<file path="config.mk">
export PLATFORM = sky130hd
export DESIGN_NAME = nonrestore_div
export DESIGN_NICKNAME = d
export VERILOG_FILES = /design/src/rtl/nonrestore_div.sv
export SDC_FILE = /design/constraint.sdc
export NUM_CORES = 1
export LEC_CHECK = 0
export ABC_AREA = 1
export ABC_CLOCK_PERIOD_IN_PS = 6100
export BUFFER_PORTS_ARGS = -buffer_cell sky130_fd_sc_hd__buf_4
export CAP_MARGIN = 20
export CORE_UTILIZATION = 60
export DETAILED_ROUTE_END_ITERATION = 10
export GPL_TIMING_DRIVEN = 0
export PLACE_DENSITY = 0.86
export RECOVER_POWER = 25
export SETUP_SLACK_MARGIN = 0.02
export SLEW_MARGIN = 5
export SYNTH_ARGS = -nofsm -noshare
export SYNTH_HDL_FRONTEND = slang
export SYNTH_SLANG_ARGS = --single-unit
</file>
<file path="constraint.sdc">
create_clock -name clk -period 6.1 [get_ports clk]
set_input_delay 0.305 -clock clk [delete_from_list [all_inputs] [get_ports clk]]
set_output_delay 0.305 -clock clk [all_outputs]
set_load 0.01 [all_outputs]
</file>
<file path="src/rtl/nonrestore_div.sv">
// nonrestore_div
//   Sequential non-restoring divider. It divides a 2*WIDTH-bit dividend by a
//   WIDTH-bit divisor and produces one quotient bit per clock. It uses the
//   same start/busy handshake as the Booth multiplier.
//
// Ports
//   clk    in   1          rising-edge clock
//   rst    in   1          asynchronous reset, active-high
//   x      in   2*WIDTH    dividend, sampled on the accepted start edge
//   y      in   WIDTH      divisor, sampled on the accepted start edge
//   start  in   1          request, accepted only while busy=0
//   z      out  WIDTH      quotient
//   r      out  WIDTH      remainder
//   busy   out  1          high from the cycle after accept until done
//   done   out  1          one-cycle pulse; z/r/dz/ovf are valid from here on
//   dz     out  1          divide-by-zero flag
//   ovf    out  1          quotient-overflow flag
//
// Configuration
//   DIV_SIGNED_EN  When defined, x and y are two's complement. The core
//                  divides the magnitudes, and the signs are applied in FIX.
//                  When undefined, all operands are unsigned.
//
// Handshake
//   A request is taken on any rising edge where start=1 and the FSM is idle.
//   This includes the done cycle, so a request can be accepted back to back.
//   Operands are latched only on that edge. A start while busy is ignored.
//
// Latency
//   Normal division: done follows WIDTH+1 edges after accept.
//   Divide by zero: done follows 1 edge after accept.
//   Overflow detected at accept: done follows 2 edges after accept.
module nonrestore_div #(
  parameter int WIDTH = 16
) (
  input  logic                 clk,
  input  logic                 rst,
  input  logic [2*WIDTH-1:0]   x,
  input  logic [WIDTH-1:0]     y,
  input  logic                 start,
  output logic [WIDTH-1:0]     z,
  output logic [WIDTH-1:0]     r,
  output logic                 busy,
  output logic                 done,
  output logic                 dz,
  output logic                 ovf
);

  localparam logic [1:0] S_IDLE = 2'd0;
  localparam logic [1:0] S_CALC = 2'd1;
  localparam logic [1:0] S_FIX  = 2'd2;
  localparam logic [1:0] S_ZERO = 2'd3;

  localparam int CW = $clog2(WIDTH) + 1;
  localparam logic [CW-1:0] CNT_LAST = CW'(WIDTH - 1);

  logic [1:0]         state;
  logic [CW-1:0]      cnt;
  logic [WIDTH:0]     p;        // signed partial remainder
  logic [WIDTH-1:0]   lo;       // dividend bits still to be shifted in (MSB first)
  logic [WIDTH-1:0]   q;
  logic [WIDTH-1:0]   yd;       // divisor magnitude
  logic               ov_pend;  // high half >= divisor: quotient cannot fit
`ifdef DIV_SIGNED_EN
  logic               neg_q;
  logic               neg_r;
`endif

  // Operand magnitudes as seen by the unsigned core
  logic [2*WIDTH-1:0] xm;
  logic [WIDTH-1:0]   ym;

  always_comb begin
    xm = x;
    ym = y;
`ifdef DIV_SIGNED_EN
    if (x[2*WIDTH-1]) xm = -x;
    if (y[WIDTH-1])   ym = -y;
`endif
  end

  // One non-restoring step: shift the next dividend bit in, then subtract
  // or add the divisor depending on the sign of the current remainder.
  logic [WIDTH:0] shifted;
  logic [WIDTH:0] p_next;

  always_comb begin
    shifted = {p[WIDTH-1:0], lo[WIDTH-1]};
    p_next  = p[WIDTH] ? (shifted + {1'b0, yd}) : (shifted - {1'b0, yd});
  end

  // Final correction and sign handling. The corrected remainder lies in
  // [0, yd), so only the low WIDTH bits need to be formed.
  logic [WIDTH-1:0] rmag;
  logic [WIDTH-1:0] fix_z;
  logic [WIDTH-1:0] fix_r;
  logic             fix_ovf;

  always_comb begin
    rmag    = p[WIDTH] ? (p[WIDTH-1:0] + yd) : p[WIDTH-1:0];
    fix_z   = q;
    fix_r   = rmag;
    fix_ovf = ov_pend;
`ifdef DIV_SIGNED_EN
    if (!ov_pend) begin
      // A negative result can reach -2^(W-1); a positive one only 2^(W-1)-1.
      if (neg_q) begin
        if (q > {1'b1, {(WIDTH-1){1'b0}}}) fix_ovf = 1'b1;
        else                               fix_z   = -q;
      end else if (q > {1'b0, {(WIDTH-1){1'b1}}}) begin
        fix_ovf = 1'b1;
      end
      if (neg_r) fix_r = -rmag;
    end
`endif
    if (fix_ovf) begin
      fix_z = {WIDTH{1'b1}};
      fix_r = '0;
    end
  end

  always_ff @(posedge clk or posedge rst) begin
    if (rst) begin
      state   <= S_IDLE;
      cnt     <= '0;
      p       <= '0;
      lo      <= '0;
      q       <= '0;
      yd      <= '0;
      ov_pend <= 1'b0;
`ifdef DIV_SIGNED_EN
      neg_q   <= 1'b0;
      neg_r   <= 1'b0;
`endif
      z       <= '0;
      r       <= '0;
      busy    <= 1'b0;
      done    <= 1'b0;
      dz      <= 1'b0;
      ovf     <= 1'b0;
    end else begin
      done <= 1'b0;
      case (state)
        S_IDLE: begin
          if (start) begin
            busy <= 1'b1;
            dz   <= 1'b0;
            ovf  <= 1'b0;
            cnt  <= '0;
            q    <= '0;
            yd   <= ym;
`ifdef DIV_SIGNED_EN
            neg_q <= x[2*WIDTH-1] ^ y[WIDTH-1];
            neg_r <= x[2*WIDTH-1];
`endif
            if (y == '0) begin
              // Raw low half is reported as the remainder.
              lo    <= x[WIDTH-1:0];
              state <= S_ZERO;
            end else begin
              p       <= {1'b0, xm[2*WIDTH-1:WIDTH]};
              lo      <= xm[WIDTH-1:0];
              ov_pend <= (xm[2*WIDTH-1:WIDTH] >= ym);
              state   <= S_CALC;
            end
          end
        end
        S_CALC: begin
          if (ov_pend) begin
            state <= S_FIX;
          end else begin
            p   <= p_next;
            lo  <= {lo[WIDTH-2:0], 1'b0};
            q   <= {q[WIDTH-2:0], ~p_next[WIDTH]};
            cnt <= cnt + 1'b1;
            if (cnt == CNT_LAST) state <= S_FIX;
          end
        end
        S_FIX: begin
          z     <= fix_z;
          r     <= fix_r;
          ovf   <= fix_ovf;
          busy  <= 1'b0;
          done  <= 1'b1;
          state <= S_IDLE;
        end
        default: begin  // S_ZERO
          z     <= {WIDTH{1'b1}};
          r     <= lo;
          dz    <= 1'b1;
          busy  <= 1'b0;
          done  <= 1'b1;
          state <= S_IDLE;
        end
      endcase
    end
  end

endmodule
</file>
---- Yosys cells after proc, flatten, opt, wreduce, memory -nomap -nowiden ----
Cells that the tools add are included.
Widths: inputs -> output; s select.
storage, ports and cells
  output and inout port bits .............. 36
  flip-flop bits (word level) ............. 109
  word-level logic and storage cells ...... 73
  bits of input ports ..................... 51
operators by class
  reductions and logical operators ........ 14
  order comparisons ....................... 1
  add/subtract/negate cells ............... 4
  muxes and demuxes ....................... 30
  equality and inequality tests ........... 7
  bitwise gates (word level) .............. 4
operators with widths
  cell                 number
  $pmux 16 s2          4
  $mux 16              7
  $mux 17              4
  $pmux 17 s2          1
  $add 17x16->17       1
  $sub 17x16->17       1
  $add 16x16->16       1
  $ge 16x16->1         1
  $logic_not 16->1     1
  $mux 5               2
  $pmux 5 s2           1
  $reduce_and 2->1     5
  $mux 2               4
  $ne 2x2->1 const B   3
  $pmux 1 s2           3
  $reduce_and 3->1     2
  $add 5x1->5 const B  1
  $eq 5x4->1 const B   1
  $not 1->1            4
  $pmux 2 s2           1
  $reduce_and 4->1     1
  $reduce_bool 2->1    2
  $reduce_or 2->1      2
  $mux 1               3
  4 further kinds      4

---- Longest topological paths before layout ----
  depth in word-level cells ............... 5
  gate-level depth with buffers ........... 19
  gate-level depth less buffers ........... 19

---- Least setup slack after synthesis ----
No wires, ideal clock.
  path kind ............................... reg-to-reg
  start point ............................. reg yd[1]
  end point ............................... reg p[15]
  path slack .............................. 3703 ps
  data required time ...................... 5984 ps
  path buffers ............................ 0
  period minus slack after synthesis ...... 2397 ps
  data arrival time ....................... 2281 ps
  cell stages (with the launch flop) ...... 18
  setup time .............................. 116 ps
  cell sequence ........................... dfrtp_1 > inv_1 > ha_1 > nand4_1 > nand2_1 > o21ai_1 > a21oi_1 > nand2_1 > xor2_1 > ha_1 > a21oi_1 > nand2_1 > a21oi_1 > nand2_1 > nand2_1 > nand3_1 > nand2_1 > nand2_1
between the ends
  longest elaborated chain between the ends .. 4
  elaborated cells between the ends (all ways) .. 5
  those cells by class .................... add/sub: 2; mux: 3
ends and longest elaborated chain
  element                                                  RTL line  text
  start: declaration                                       62        logic [WIDTH-1:0] yd;
  start signal: assignment                                 151       yd <= ym;
  $sub 17x16->17 / $add 17x16->17 (equally long branches)  89        p_next = p[WIDTH] ? (shifted + {1'b0, yd}) : (shifted - {1'b0, yd});
  $mux 17 (*)                                              89
  $mux 17 (*)                                              169       if (ov_pend) begin
  $pmux 17 s2 (*)                                          143       case (state)
  end signal: assignment                                   161       p <= {1'b0, xm[2*WIDTH-1:WIDTH]};
  end signal: assignment                                   172       p <= p_next;
  end: declaration                                         59        logic [WIDTH:0] p;
Mark *: on every way between the ends. The rest lies on a longest branch, timed or not. The select of a mux whose other input is x is not followed.
A chain may end at the register's enable or synchronous reset.

---- Final worst setup path ----
  start point ............................. reg yd[1]
  end point ............................... reg q[0]
between the ends
  longest elaborated chain between the ends .. 5
  elaborated cells between the ends (all ways) .. 6
  those cells by class .................... add/sub: 2; mux: 3; bitwise: 1
ends and longest elaborated chain
  element                                                  RTL line  text
  $sub 17x16->17 / $add 17x16->17 (equally long branches)  89
  $mux 17 (*)                                              89
  $not 1->1 (*)                                            174       q <= {q[WIDTH-2:0], ~p_next[WIDTH]};
  $mux 16 (*)                                              169
  $pmux 16 s2 (*)                                          143
  end signal: assignment                                   174
  end: declaration                                         61        logic [WIDTH-1:0] q;
Marked as above.

==> summary.txt <==
Status
  • Status: finished, violations left
  • Violated checks: capacitance limit, slew limit

Timing
  • Final worst-path cycle share: a little under 50%
  • Final TNS setup: 0 ns
  • Max-slew violations: 62
  • Worst slew pin tran: around 2.7 ns
  • Fin Clk Skew: between 0.008 and 0.009 ns
  • Final setup violation count: 0
  • RSZ-0062 raised after global routing: false
  • Worst slew margin: -79.9%
  • Final worst-path setup slack: approximately 3 ns
  • Final Hold Violating Endpoints: 0
  • F_max: roughly 330 MHz
  • Final Critical Period: about 3.0 ns

Setup path
  • CP Max Fanout: 5
  • Worst path arrival time: approximately 3.3 ns
  • WP data required: between 6 and 7 ns
  • CP Capture Type: flip-flop
  • Setup CP Type: flip-flop to flip-flop
  • CP startpoint kind: flip-flop
  • Worst Reg2Reg Path Length in Cells: 16

Synthesis
  • Seq cells post-synth: 109
  • Synth Instances: between 1000 and 1500
  • Post-Syn Area: 7420 sq um
  • Register area share after synthesis: approximately 37%
  • Synth Net Count: 1128
  • Post-synthesis area per instance: 7.26 sq um
  • Synth cell types: a little over 40
  • Warnings, synthesis: 0

Clock tree
  • CTS HTree Levels: 3
  • Worst-Skew Late Latency: approximately 0.35 ns
  • TritonCTS clock tree: done
  • Cts repair resizes: 0
  • Hold buffer count at CTS: 0
  • CTS Buffer Depth: 2
  • Clk sinks: ~110
  • Clk pin slew, worst setup/hold paths: 0.07 ns
  • Post-CTS setup buffer count: 0
  • Clock root buffer: clkbuf_16
  • CTS Buf Count: 9

Detailed routing
  • Remaining DRCs: 0
  • Routed Antenna Nets: 0
  • Vias: between 7000 and 8000
  • Routed WL: roughly 20000 um
  • Routed len/inst: 15.6 um
  • DRT Pass-1 Iters: 7
  • Drt via density: around 5.7
  • Iter 0 DRT Violations: approximately 670

Placed design
  • Final Wtd Congestion: just under 1
  • PortBufs: 86
  • Pre-CTS WS: 3.18 ns
  • DPL Wire Length: roughly 15000 um

Die
  • Total die area: roughly 13000 sq um
  • Starting Density: approximately 60%
  • DIE HEIGHT: roughly 110 um
  • Boundary Pins: 87
  • Num rows: 40
  • Die X: roughly 110 um
  • Core box area: 12000 sq um

Layout
  • Layout Utilization: 71.6%
  • Area delta synth->final: 15.9%
  • Share of cells above drive strength 1: 13.0%
  • N_diodes: 0
  • Post-layout nets: between 1000 and 1500

Pwr
  • Total Power: 5.65 mW
  • Cell Pwr Density: approximately 660 nW/um^2
  • VDD IR max: 323 uV
  • Pleak: around 4.5 nW

GRT
  • Largest net degree at the start of global routing: 63
  • First-pass GRT wire length: approximately 32000 um
  • Global route overflow: 0
  • Vias in the first global route: 6685
  • GRT Util Overall: between 30% and 40%
  • Initial antenna violation count: 0

Min path
  • Worst Hold Class: input port to flip-flop
  • WHS Path Cells: 3

Flow run
  • Number of max-cap violations: 1
==> placed cells by master, fill, tap and decap left out, drive strengths merged <==
cell type,n
inv,132
nor3,11
xnor2,4
nor4,1
buf,104
xor2,17
o31ai,7
clkbuf,28
nor2,126
o21bai,1
nand3,59
o21ai,53
clkinv,1
bufinv,2
ha,54
nand4,16
a22oi,9
a21o,2
nand3b,2
clkinvlp,1
dfrtp,109
a31oi,18
a22o,2
a21oi,76
o211ai,5
nand2,258
and2,3
or2,4
o22ai,17
fa,2
==> flip-flops by register name (all words and copies together), names as in the netlist <==
| register | flops |
|---|---|
| q | 16 |
| dz | 1 |
| state | 2 |
| lo | 16 |
| fix_ovf | 1 |
| z | 16 |
| busy | 1 |
| p | 17 |
| yd | 16 |
| done | 1 |
| r | 16 |
| cnt | 5 |
| ovf | 1 |
==> stage by stage <==
stage	cell area, sq um	std cells	hold slack, ns
floorplan	7420	1021	0.439
global placement	8250	1254	0.458
detailed placement	8280	1255	0.466
CTS	8600	1271	0.122
global route	8600	1271	0.177
finish	8600	1271	0.179
==> final timing paths <==
path | slack [ns] | to | startpoint
max | 3.07 | q[0]$_DFFE_PP0P_ | yd[1]$_DFFE_PP0P_
min | 0.18 | lo[9]$_DFFE_PP0P_ | x[9]
max reg2reg | 3.07 | q[0]$_DFFE_PP0P_ | yd[1]$_DFFE_PP0P_
min reg2reg | 0.50 | q[0]$_DFFE_PP0P_ | q[0]$_DFFE_PP0P_
max in group asynchronous | 4.18 | q[15]$_DFFE_PP0P_ | rst
min in group asynchronous | 0.71 | q[2]$_DFFE_PP0P_ | rst
==> power by group <==
part / internal [mW] / leakage (nW) / switching (mW)
clock network: 0.375 / 0.158 / 0.261
logic: 1.35 / 2.97 / 2.30
registers: 1.04 / 1.32 / 0.329
==> cell families after synthesis <==
| logic type | count (synthesis) | share of synthesized area, % |
|---|---|---|
| and+or+nand+nor | 480 | 27.2 |
| AOI/OAI and AO/OA | 190 | 14.8 |
| buffers and inverters | 165 | 9.14 |
| DFF | 109 | 36.8 |
| adders and majority gates | 56 | 9.65 |
| xor gates and xnor gates | 21 | 2.48 |
==> synthesized netlist by cell type <==
library cell  instances  area [sq um]
ha_1                 54           676
buf_2                11          55.1
nor3_2                2          20.0
nand4_2               1          12.5
a31oi_1              18           113
nand4_1              15          93.8
or2_1                 1          6.26
clkbuf_1             15          56.3
nor4_1                1          6.26
dfrtp_1             109          2730
inv_2                 6          22.5
o21ai_0              44           220
a21o_1                2          15.0
xnor2_1               4          35.0
nand2_1             254           953
nand3_1              59           295
o21ai_1               9          45.0
xor2_1               17           149
or2_2                 3          18.8
clkinv_1              1          3.75
a21oi_1              75           375
nand2_4               4          45.0
nand3b_1              2          15.0
a21oi_2               1          8.76
o22ai_1              17           106
o31ai_2               5          62.6
o211ai_1              4          30.0
o211ai_2              1          12.5
inv_1               125           469
and2_1                3          18.8
nor2_4                1          11.3
a22oi_1               9          67.6
buf_4                 2          15.0
nor3_1                9          45.0
o31ai_1               2          15.0
nor2_1              123           462
a22o_1                2          17.5
nor2_2                2          12.5
o21bai_1              1          7.51
fa_1                  2          40.0
buf_6                 5          56.3
==> routing by layer <==
metal	wire, um	track usage, %	up-vias
li1	-	-	3541
met1	8990	45.5	3398
met2	8850	50.4	292
met3	1480	4.02	34
met4	536	11.1	0
met5	0	0	-
==> worst max-delay path: stages (launching register included) <==
cell and delay (ns):
dfrtp_1 0.47, nor3_2 0.28, nand4_1 0.17, nor3_2 0.30
a21oi_1 0.13, xor2_1 0.16, ha_1 0.39, nand2_1 0.15
o21ai_0 0.29, nand2_1 0.11, nand3_1 0.08, inv_1 0.05
nand2_1 0.09, inv_1 0.07, nand2_1 0.10, nand3_1 0.08
nand2_1 0.07
==> cell type report <==
cell class / instances / area [sq um]
well taps: 147 / 184
repair buffers: 87 / 673
inverters: 132 / 497
fillers: 966 / 3410
flip-flops and latches: 109 / 2730
clock buffers: 12 / 246
multi-input cells: 747 / 4010
plain buffers: 33 / 183
clock inverters: 4 / 77.6
No activity file was read; power rests on OpenSTA's default activity.
